$ cat src/rtl/bus_pkg.sv
// -----------------------------------------------------------------------------
// bus_pkg
// Shared types for the master/slave bus interconnect.
//   ttype_e    : transfer direction (READ/WRITE)
//   tsize_e    : transfer size (BYTE/HALFWORD/WORD)
//   ic_state_e : interconnect transaction FSM states
//   idx_w()    : index width for an N-entry vector (at least 1 bit)
// -----------------------------------------------------------------------------
package bus_pkg;

    typedef enum logic {
        READ  = 1'b0,
        WRITE = 1'b1
    } ttype_e;

    typedef enum logic [1:0] {
        BYTE     = 2'd0,
        HALFWORD = 2'd1,
        WORD     = 2'd2
    } tsize_e;

    typedef enum logic [2:0] {
        IDLE = 3'd0,
        REQ  = 3'd1,
        WAIT = 3'd2,
        ERR  = 3'd3,
        RESP = 3'd4
    } ic_state_e;

    // Width of an index into an n-entry vector; a single entry still needs 1 bit.
    function automatic int idx_w(input int n);
        return (n > 1) ? $clog2(n) : 1;
    endfunction

endpackage

$ cat src/rtl/rr_arbiter.sv
// -----------------------------------------------------------------------------
// rr_arbiter
// Purely combinational round-robin arbiter. The search starts at
// (last + 1) mod N and the first requester found wins. The pointer register
// lives in the parent so it only advances when a transaction completes.
// Ports:
//   req     in  [N]  : request vector
//   last    in  [IW] : index of the previous grant
//   gnt     out [N]  : one-hot grant
//   gnt_idx out [IW] : grant index (0 when nothing requests)
//   any     out 1    : at least one request present
// -----------------------------------------------------------------------------
module rr_arbiter
    import bus_pkg::*;
#(
    parameter  int N  = 2,
    localparam int IW = idx_w(N)
) (
    input  logic [N-1:0]  req,
    input  logic [IW-1:0] last,
    output logic [N-1:0]  gnt,
    output logic [IW-1:0] gnt_idx,
    output logic          any
);

    logic [IW-1:0] cand_s;
    logic          take_s;
    logic          found_s;

    // Rotating priority search: offsets 1..N from the last grant, first hit wins.
    always_comb begin
        gnt     = '0;
        gnt_idx = '0;
        found_s = 1'b0;
        cand_s  = '0;
        take_s  = 1'b0;
        for (int k = 1; k <= N; k++) begin
            cand_s       = IW'((int'(last) + k) % N);
            take_s       = req[cand_s] & ~found_s;
            gnt[cand_s]  = gnt[cand_s] | take_s;
            gnt_idx      = take_s ? cand_s : gnt_idx;
            found_s      = found_s | take_s;
        end
        any = |req;
    end

endmodule

$ cat src/rtl/bus_interconnect_mn.sv
// -----------------------------------------------------------------------------
// bus_interconnect_mn
// Shared-bus interconnect: N_MASTERS masters, N_SLAVES slaves, one transaction
// in flight. Round-robin arbitration, base/mask address decode (lowest matching
// slave wins) and an error response for unmapped addresses.
// Optional feature macro: BUS_TIMEOUT_EN -- WAIT watchdog of TIMEOUT_CYCLES
// cycles that completes the transaction with m_berr when the slave is silent.
// Ports:
//   clk, rst            : clock, asynchronous active-high reset
//   m_bstart [NM]       : request level per master, held until m_bdone
//   m_addr/m_ttype/m_tsize/m_wdata : per-master request
//   m_rdata  [NM][DW]   : read data, valid with m_bdone (0 for writes/errors)
//   m_bdone  [NM]       : one-cycle completion pulse
//   m_berr   [NM]       : error flag qualified by m_bdone
//   s_ss     [NS]       : one-hot slave select, held through the access
//   s_bstart            : one-cycle start pulse
//   s_addr/s_ttype/s_tsize/s_wdata : latched request broadcast to slaves
//   s_rdata  [NS][DW]   : slave read data
//   s_bdone  [NS]       : slave completion (only the selected one is used)
// -----------------------------------------------------------------------------
module bus_interconnect_mn
    import bus_pkg::*;
#(
    parameter int                N_MASTERS      = 2,
    parameter int                N_SLAVES       = 2,
    parameter int                ADDR_W         = 32,
    parameter int                DATA_W         = 32,
    parameter logic [ADDR_W-1:0] SLAVE_BASE [N_SLAVES] = '{32'h0000_0000, 32'hF000_0000},
    parameter logic [ADDR_W-1:0] SLAVE_MASK [N_SLAVES] = '{32'hF000_0000, 32'hF000_0000},
    parameter int                TIMEOUT_CYCLES = 16
) (
    input  logic                              clk,
    input  logic                              rst,
    input  logic [N_MASTERS-1:0]              m_bstart,
    input  logic [N_MASTERS-1:0][ADDR_W-1:0]  m_addr,
    input  logic [N_MASTERS-1:0]              m_ttype,
    input  logic [N_MASTERS-1:0][1:0]         m_tsize,
    input  logic [N_MASTERS-1:0][DATA_W-1:0]  m_wdata,
    output logic [N_MASTERS-1:0][DATA_W-1:0]  m_rdata,
    output logic [N_MASTERS-1:0]              m_bdone,
    output logic [N_MASTERS-1:0]              m_berr,
    output logic [N_SLAVES-1:0]               s_ss,
    output logic                              s_bstart,
    output logic [ADDR_W-1:0]                 s_addr,
    output logic                              s_ttype,
    output logic [1:0]                        s_tsize,
    output logic [DATA_W-1:0]                 s_wdata,
    input  logic [N_SLAVES-1:0][DATA_W-1:0]   s_rdata,
    input  logic [N_SLAVES-1:0]               s_bdone
);

    localparam int MW = idx_w(N_MASTERS);
    localparam int SW = idx_w(N_SLAVES);

    ic_state_e             state_r;
    ic_state_e             state_s;
    logic [MW-1:0]         last_ptr_r;
    logic [MW-1:0]         gnt_idx_r;
    logic [SW-1:0]         sel_idx_r;

    logic [N_MASTERS-1:0]  arb_gnt_unused_s;
    logic [MW-1:0]         arb_idx_s;
    logic                  arb_any_s;

    logic [ADDR_W-1:0]     win_addr_s;
    logic                  hit_s;
    logic                  dec_hit_s;
    logic [SW-1:0]         dec_idx_s;
    logic [N_SLAVES-1:0]   dec_oh_s;

    logic                  sel_done_s;
    logic                  tmo_s;
    logic                  resp_berr_s;
    logic [DATA_W-1:0]     resp_data_s;

    rr_arbiter #(
        .N (N_MASTERS)
    ) u_arb (
        .req     (m_bstart),
        .last    (last_ptr_r),
        .gnt     (arb_gnt_unused_s),
        .gnt_idx (arb_idx_s),
        .any     (arb_any_s)
    );

    // Address decode of the arbitration winner; descending scan so the lowest match wins.
    always_comb begin
        win_addr_s = m_addr[arb_idx_s];
        dec_hit_s  = 1'b0;
        dec_idx_s  = '0;
        hit_s      = 1'b0;
        for (int i = N_SLAVES - 1; i >= 0; i--) begin
            hit_s     = ((win_addr_s & SLAVE_MASK[i]) == SLAVE_BASE[i]);
            dec_idx_s = hit_s ? SW'(i) : dec_idx_s;
            dec_hit_s = dec_hit_s | hit_s;
        end
        dec_oh_s            = '0;
        dec_oh_s[dec_idx_s] = dec_hit_s;
    end

`ifdef BUS_TIMEOUT_EN
    localparam int TW = $clog2(TIMEOUT_CYCLES + 1);
    logic [TW-1:0] tmo_cnt_r;

    // Watchdog: cleared while the start pulse is out, counts every WAIT cycle.
    always_ff @(posedge clk or posedge rst) begin
        if (rst) begin
            tmo_cnt_r <= '0;
        end else if (state_r == REQ) begin
            tmo_cnt_r <= '0;
        end else if (state_r == WAIT) begin
            tmo_cnt_r <= tmo_cnt_r + TW'(1);
        end else begin
            tmo_cnt_r <= tmo_cnt_r;
        end
    end

    // Last WAIT cycle before the limit: leave on the next edge with an error.
    assign tmo_s = (state_r == WAIT) && (tmo_cnt_r == TW'(TIMEOUT_CYCLES - 1));
`else
    logic tmo_cfg_unused_s;
    assign tmo_s            = 1'b0;
    assign tmo_cfg_unused_s = (TIMEOUT_CYCLES > 0);
`endif

    // Response selection: a real slave completion in REQ/WAIT, otherwise an error (decode miss or timeout).
    always_comb begin
        sel_done_s  = s_bdone[sel_idx_r];
        resp_berr_s = 1'b1;
        resp_data_s = '0;
        if (((state_r == REQ) || (state_r == WAIT)) && sel_done_s) begin
            resp_berr_s = 1'b0;
            resp_data_s = (s_ttype == WRITE) ? '0 : s_rdata[sel_idx_r];
        end else begin
            resp_berr_s = 1'b1;
            resp_data_s = '0;
        end
    end

    // FSM state register.
    always_ff @(posedge clk or posedge rst) begin
        if (rst) begin
            state_r <= IDLE;
        end else begin
            state_r <= state_s;
        end
    end

    // FSM next-state logic; s_bdone in REQ skips WAIT entirely.
    always_comb begin
        state_s = state_r;
        case (state_r)
            IDLE:    state_s = arb_any_s ? (dec_hit_s ? REQ : ERR) : IDLE;
            REQ:     state_s = sel_done_s ? RESP : WAIT;
            WAIT:    state_s = (sel_done_s || tmo_s) ? RESP : WAIT;
            ERR:     state_s = RESP;
            RESP:    state_s = IDLE;
            default: state_s = IDLE;
        endcase
    end

    // Registered datapath: request latch at grant, response at entry to RESP, cleanup in RESP.
    always_ff @(posedge clk or posedge rst) begin
        if (rst) begin
            last_ptr_r <= MW'(N_MASTERS - 1);
            gnt_idx_r  <= '0;
            sel_idx_r  <= '0;
            s_ss       <= '0;
            s_bstart   <= 1'b0;
            s_addr     <= '0;
            s_ttype    <= 1'b0;
            s_tsize    <= 2'd0;
            s_wdata    <= '0;
            m_rdata    <= '0;
            m_bdone    <= '0;
            m_berr     <= '0;
        end else begin
            s_bstart <= 1'b0;
            case (state_r)
                IDLE: begin
                    if (arb_any_s) begin
                        gnt_idx_r <= arb_idx_s;
                        sel_idx_r <= dec_idx_s;
                        s_addr    <= win_addr_s;
                        s_ttype   <= m_ttype[arb_idx_s];
                        s_tsize   <= m_tsize[arb_idx_s];
                        s_wdata   <= m_wdata[arb_idx_s];
                        s_ss      <= dec_oh_s;
                        s_bstart  <= dec_hit_s;
                    end
                end
                REQ, WAIT, ERR: begin
                    if (state_s == RESP) begin
                        s_ss               <= '0;
                        m_bdone[gnt_idx_r] <= 1'b1;
                        m_berr[gnt_idx_r]  <= resp_berr_s;
                        m_rdata[gnt_idx_r] <= resp_data_s;
                    end
                end
                RESP: begin
                    m_bdone    <= '0;
                    m_berr     <= '0;
                    m_rdata    <= '0;
                    last_ptr_r <= gnt_idx_r;
                end
                default: begin
                    s_ss <= '0;
                end
            endcase
        end
    end

endmodule

$ cat config.mk
export PLATFORM = sky130hd
export DESIGN_NAME = bus_interconnect_mn
export DESIGN_NICKNAME = d
export VERILOG_FILES = /design/src/rtl/bus_pkg.sv /design/src/rtl/rr_arbiter.sv /design/src/rtl/bus_interconnect_mn.sv
export SDC_FILE = /design/constraint.sdc
export NUM_CORES = 1
export LEC_CHECK = 0
export CAP_MARGIN = 40
export CORE_UTILIZATION = 36
export DETAILED_ROUTE_END_ITERATION = 7
export PLACE_DENSITY = 0.76
export SETUP_SLACK_MARGIN = 0.3
export SKIP_CTS_REPAIR_TIMING = 1
export SLEW_MARGIN = 30
export SYNTH_ARGS = -nofsm -noshare
export SYNTH_HDL_FRONTEND = slang
export SYNTH_SLANG_ARGS = --single-unit
export TNS_END_PERCENT = 30
$ cat constraint.sdc
create_clock -name clk -period 4.77 [get_ports clk]
set_input_delay 0.954 -clock clk [delete_from_list [all_inputs] [get_ports clk]]
set_output_delay 0.954 -clock clk [all_outputs]
set_load 0.02 [all_outputs]
# [Word-level counts from Yosys, hierarchy flattened]
# Index checks and enable logic that the tools add are counted.
[word_totals] regBits=144 latch_bits=0 ram_bits=0 mem_bits_ro=0 output_inout_bits=138 wordCells=97 mem_count=0
[op_classes] n_addsub=2 n_mul=0 div_mod_pow=0 order_cmp=8 n_eq_ne=8 shifts=0 n_mux=46 bitwise=6 n_reduce_logical=13
[op_table] operator="$mux W32" n=9
[op_table] operator="$pmux W64 S2" n=1
[op_table] operator="$bwmux W64" n=1
[op_table] operator="$mux W64" n=1
[op_table] operator="$demux W32 S1" n=1
[op_table] operator="$logic_not A32 Y1" n=1
[op_table] operator="$mux W1" n=17
[op_table] operator="$mux W2" n=8
[op_table] operator="$lt A1 B2 Y1 const B" n=6
[op_table] operator="$pmux W3 S3" n=1
[op_table] operator="$pmux W2 S2" n=2
[op_table] operator="$eq A3 B2 Y1 const B" n=2
[op_table] operator="$eq A3 B3 Y1 const B" n=2
[op_table] operator="$pmux W2 S3" n=1
[op_table] operator="$eq A4 B4 Y1 const B" n=1
[op_table] operator="$ne A2 B2 Y1 const B" n=2
[op_table] operator="$reduce_and A2 Y1" n=2
[op_table] operator="$reduce_or A2 Y1" n=2
[op_table] operator="$eq A3 B1 Y1 const B" n=1
[op_table] operator="$logic_and A1 B1 Y1" n=3
[op_table] operator="$logic_not A3 Y1" n=1
[op_table] operator="$mux W3" n=1
[op_table] operator="$reduce_and A3 Y1" n=1
[op_table] operator="$reduce_or A3 Y1" n=1
[op_table] operator="11 further kinds" n=15

# [Depth between registers and ports, before layout]
[logic_depth] depth_word=18 ltp_mapped=8 mapped_depth_nobuf=5

# [Modules after synthesis]
# Synthesis repeated with hierarchy kept, for this count alone.
[hier_totals] cells_unflattened=591 area_unflattened_um2=6527.5
[modules_own_cells] mod="bus_interconnect_mn" instances=1 cells_per_inst=586 area_each_um2=6495.0 seq_area_each_um2=3604.7
[modules_own_cells] mod="rr_arbiter" instances=1 cells_per_inst=5 area_each_um2=32.5 seq_area_each_um2=0.0

# [Worst setup path after synthesis]
# No wires, ideal clock.
[synth_timing] path_type="in2reg" start="input port s_bdone[0]" end="register m_rdata[0] (netlist name)" setup_time_ps=121 arrival_ps=2242 required_time_ps=4649 setup_slack_ps=2407 stages=6 path_cell_list="mux2_4 maj3_4 and2_4 buf_6 buf_6 a22o_1"
[synth_via] elab_chain_cells=7 word_cells_on_any_way=12
[synth_lines] item="start: declaration" line="bus_interconnect_mn.sv:49" text="input logic [N_SLAVES-1:0] s_bdone"
[synth_lines] item="$mux W1 (implied by the code) * (2 in a row)" line="bus_interconnect_mn.sv:128" text="sel_done_s = s_bdone[sel_idx_r];"
[synth_lines] item="$mux W3 / $logic_and A1 B1 Y1 (equally long branches)" line="bus_interconnect_mn.sv:154, bus_interconnect_mn.sv:155, bus_interconnect_mn.sv:131"
[synth_lines] item="$pmux W3 S3 / $mux W32 (equally long branches)" line="bus_interconnect_mn.sv:152, bus_interconnect_mn.sv:131"
[synth_lines] item="$eq A3 B3 Y1 / $bwmux W64 (equally long branches)" line="bus_interconnect_mn.sv:193, bus_interconnect_mn.sv:197"
[synth_lines] item="$ne A2 B2 Y1 (no source line) / $mux W64 (equally long branches)"
[synth_lines] item="$reduce_and A2 Y1 (no source line) / $pmux W64 S2 (equally long branches)"
[synth_lines] item="end signal: indexed assignment" line="bus_interconnect_mn.sv:197" text="m_rdata[gnt_idx_r] <= resp_data_s;"
[synth_lines] item="end: declaration" line="bus_interconnect_mn.sv:39" text="output logic [N_MASTERS-1:0][DATA_W-1:0] m_rdata,"
# Every way passes the cells marked *; elsewhere a longest branch is shown, timed or not. The select of a mux whose other input is x is not followed.
# A chain may end at the register's enable or synchronous reset.

# [Final worst setup path]
[layout_timing] start="input port s_bdone[0]" end="register m_rdata[22] (netlist name)"
# The elaborated chain is that of the path after synthesis.

==> summary.md <==
| Metric | Value |
|---|---|
| Pwr Density | `608 nW/um^2` |
| Arr. time, crit path | `3.16 ns` |
| Worst rel slew slack | `0.439` |
| Clk sinks | `144` |
| Crit end category | `register` |
| Unrepaired setup endpoints after global routing | `no` |
| Crit Path Class | `input pin to register` |
| Clk buf depth | `2` |
| Global placement routability congestion | `0.797` |
| Root Driver | `clkbuf_16` |
| Avg WL per Cell | `17.1 microns` |
| IO Count | `342` |
| Placed insts | `1102` |
| Status | `finished clean` |
| Port bufs | `341` |
| Synth top area share | `0.553` |
| Syn Nets | `778` |
| Worst hold stages | `2` |
| Main flop type after synthesis | `dfrtp_1` |
| Final HPWL DP | `14.7 mm` |
| Detailed Route WL | `19.3 mm` |
| Die W | `136 microns` |
| Via Count | `5581` |
| Worst Setup SP | `s_bdone[0]` |
| Register bit count reported by yosys | `144` |
| Most frequent cells in the layout | `341 x clkdlybuf4s50_1, 142 x dfrtp_1, 97 x mux2i_1, 83 x nand2_1, 78 x o21ai_0` |
| Cell Rows | `48` |
| Placement Setup Slack | `1.47 ns` |
| Avg Cell Area, Syn | `11.3 sq um` |
| Die area | `18500 sq um` |
| Commonest non-fill, non-tap cell in the layout | `clkdlybuf4s50_1` |
| Maximum vdd drop | `0.362 mV` |
| DP Area | `10100 sq um` |
| Worst Hold Launch | `s_addr[1]` |
| Clock Skews | `0.00888 ns` |
| Vias in the first global route | `5413` |
| CP Max Fanout | `26` |
| Synth Warn # | `0` |
| Layout area overhead | `64.6%` |
| Number of enable-type register cells in the synthesized netlist | `0` |
| Max Freq | `349 MHz` |
| Slew Limit Fails | `0` |
| Clk_lat worst skew | `0.42 ns` |
| Largest cells by area after synthesis | `dfrtp_1 55%, mux2i_1 15%, o21ai_0 6.0%, nand2_1 4.9%, a22o_1 4.2%` |
| Core box area | `17400 sq um` |
| Antenna Diode Count | `0` |
| Req. time, crit path | `5.06 ns` |
| Worst Hold Slack | `0.475 ns` |
| Crit path time final | `2.87 ns` |
| Fraction of layout cells with a size suffix above 1 | `0.0605` |
| Final setup vio count | `0` |
| Measured slew at the worst slew-check pin | `0.841 ns` |
| Critical Path Source Type | `input pin` |
| CTS Buf Count | `17` |
| CTS tree | `yes` |
| First drt pass iteration count | `4` |
| Async S/R FF share, synth | `1.00` |
| Total negative setup slack | `0 ns` |
| Cell taking the most area after synthesis | `dfrtp_1` |
| Clk slew on worst S/H paths | `0.06 ns` |
| Clock H-tree levels | `4` |
| Total leakage power | `4.52 nW` |
| Seq/Total Area, Yosys | `0.557` |
| Maxcap violations | `0` |
| Largest net degree at the start of global routing | `145` |
| Initial Util | `0.371` |
| Synth unique cells | `38` |
| DRC viols | `0` |
| Post-detailed-route via-to-cell ratio | `4.92` |
| Post-synthesis cell area | `6470 sq um` |
| Initial antenna violation count | `0` |
| Fin area | `10600 sq um` |
| Grt ovf | `0` |
| Final setup margin | `1.90 ns` |
| DRT antenna net count | `0` |
| Final non-filler cell total | `1134` |
| Detailed Route Iter0 Violations | `201` |
| Tot GR Track Use | `0.208` |
| Worst Reg2Reg Path Length in Cells | `5` |
| Hold Path Class | `register to register` |
| Final hold violations | `0` |
| Critical R2R Launch | `sel_idx_r` |
| Fin nets | `1101` |
| Final worst-path cycle share | `0.602` |
| First-pass GRT wire length | `29.2 mm` |
| Cells after Synth | `574` |
| Die H | `136 microns` |
==> flip-flops by register name, indices dropped and copies added (netlist names), 2 cells and up <==
signal,cells
m_bdone,2
s_wdata,32
s_tsize,2
m_berr,2
s_ss,2
state_r,3
m_rdata,64
s_addr,32
==> path summary, 6_finish.rpt <==
check | endpoint | slack (ns)
min in group asynchronous | m_rdata[2] | 1.07
min reg2reg | s_addr[1] | 0.48
max | m_rdata[22] | 1.90
min | s_addr[1] | 0.48
max in group asynchronous | s_wdata[1] | 3.05
max reg2reg | m_rdata[22] | 1.98
==> power breakdown <==
group	internal (mW)	switching [mW]	total, mW
sequential	1.72	0.308	2.03
clock	0.794	0.493	1.29
combinational	1.42	1.73	3.15
==> synth_stat cells, types with 2 or more instances <==
| cell | n |
|---|---|
| a22o_1 | 31 |
| and2_1 | 2 |
| dfrtp_1 | 143 |
| buf_2 | 15 |
| nor2_1 | 19 |
| nand2_1 | 84 |
| a21oi_1 | 5 |
| nor2b_1 | 2 |
| buf_6 | 3 |
| nand4_1 | 6 |
| nand3_1 | 3 |
| inv_1 | 3 |
| mux2i_1 | 97 |
| a21o_1 | 2 |
| nor4_1 | 2 |
| nand4b_1 | 2 |
| buf_1 | 3 |
| o2bb2ai_1 | 23 |
| clkbuf_1 | 22 |
| o21ai_0 | 78 |
| a21oi_4 | 2 |
| mux2_2 | 7 |
| a32o_1 | 4 |
| nor3_1 | 2 |
==> cell type report <==
cell class                 instances  area, sq um
clock buffer                      22          464
clock inverter                     9          110
tap                              225          282
timing repair buffer             348         3510
inverter                           3         15.0
fill                            1483         6770
multi-input combinational        383         2660
sequential                       144         3610
==> metrics by stage <==
stage / util / total power [mW]
3_5_place_dp: 0.578 / 5.23
4_1_cts: 0.611 / 6.55
5_1_grt: 0.611 / 6.85
6_report: 0.611 / 6.47
2_1_floorplan: - / 3.74
3_3_place_gp: 0.576 / 5.14
==> worst max-delay path: stages <==
cell and delay, ns:
clkdlybuf4s50_1 0.41, mux2_4 0.32, maj3_4 0.41, a21oi_4 0.64
mux2_2 0.41
==> kinds of logic after synthesis <==
group / Yosys count / synth area share
adders and majority gates: 1 / 0.00213
and+or+nand+nor: 127 / 0.0843
xor gates and xnor gates: 1 / 0.00135
muxes: 105 / 0.165
AOI/OAI and AO/OA: 149 / 0.156
DFF: 144 / 0.557
buffers and inverters: 47 / 0.0342
==> routing by layer <==
layer,routed length (microns),track usage,up-vias
met5,0,0,-
met4,247,0.0654,0
met3,1510,0.0488,19
met2,9880,0.368,239
met1,7710,0.249,2630
li1,-,-,2693
Note: power is estimated with default switching activity, not from simulation.
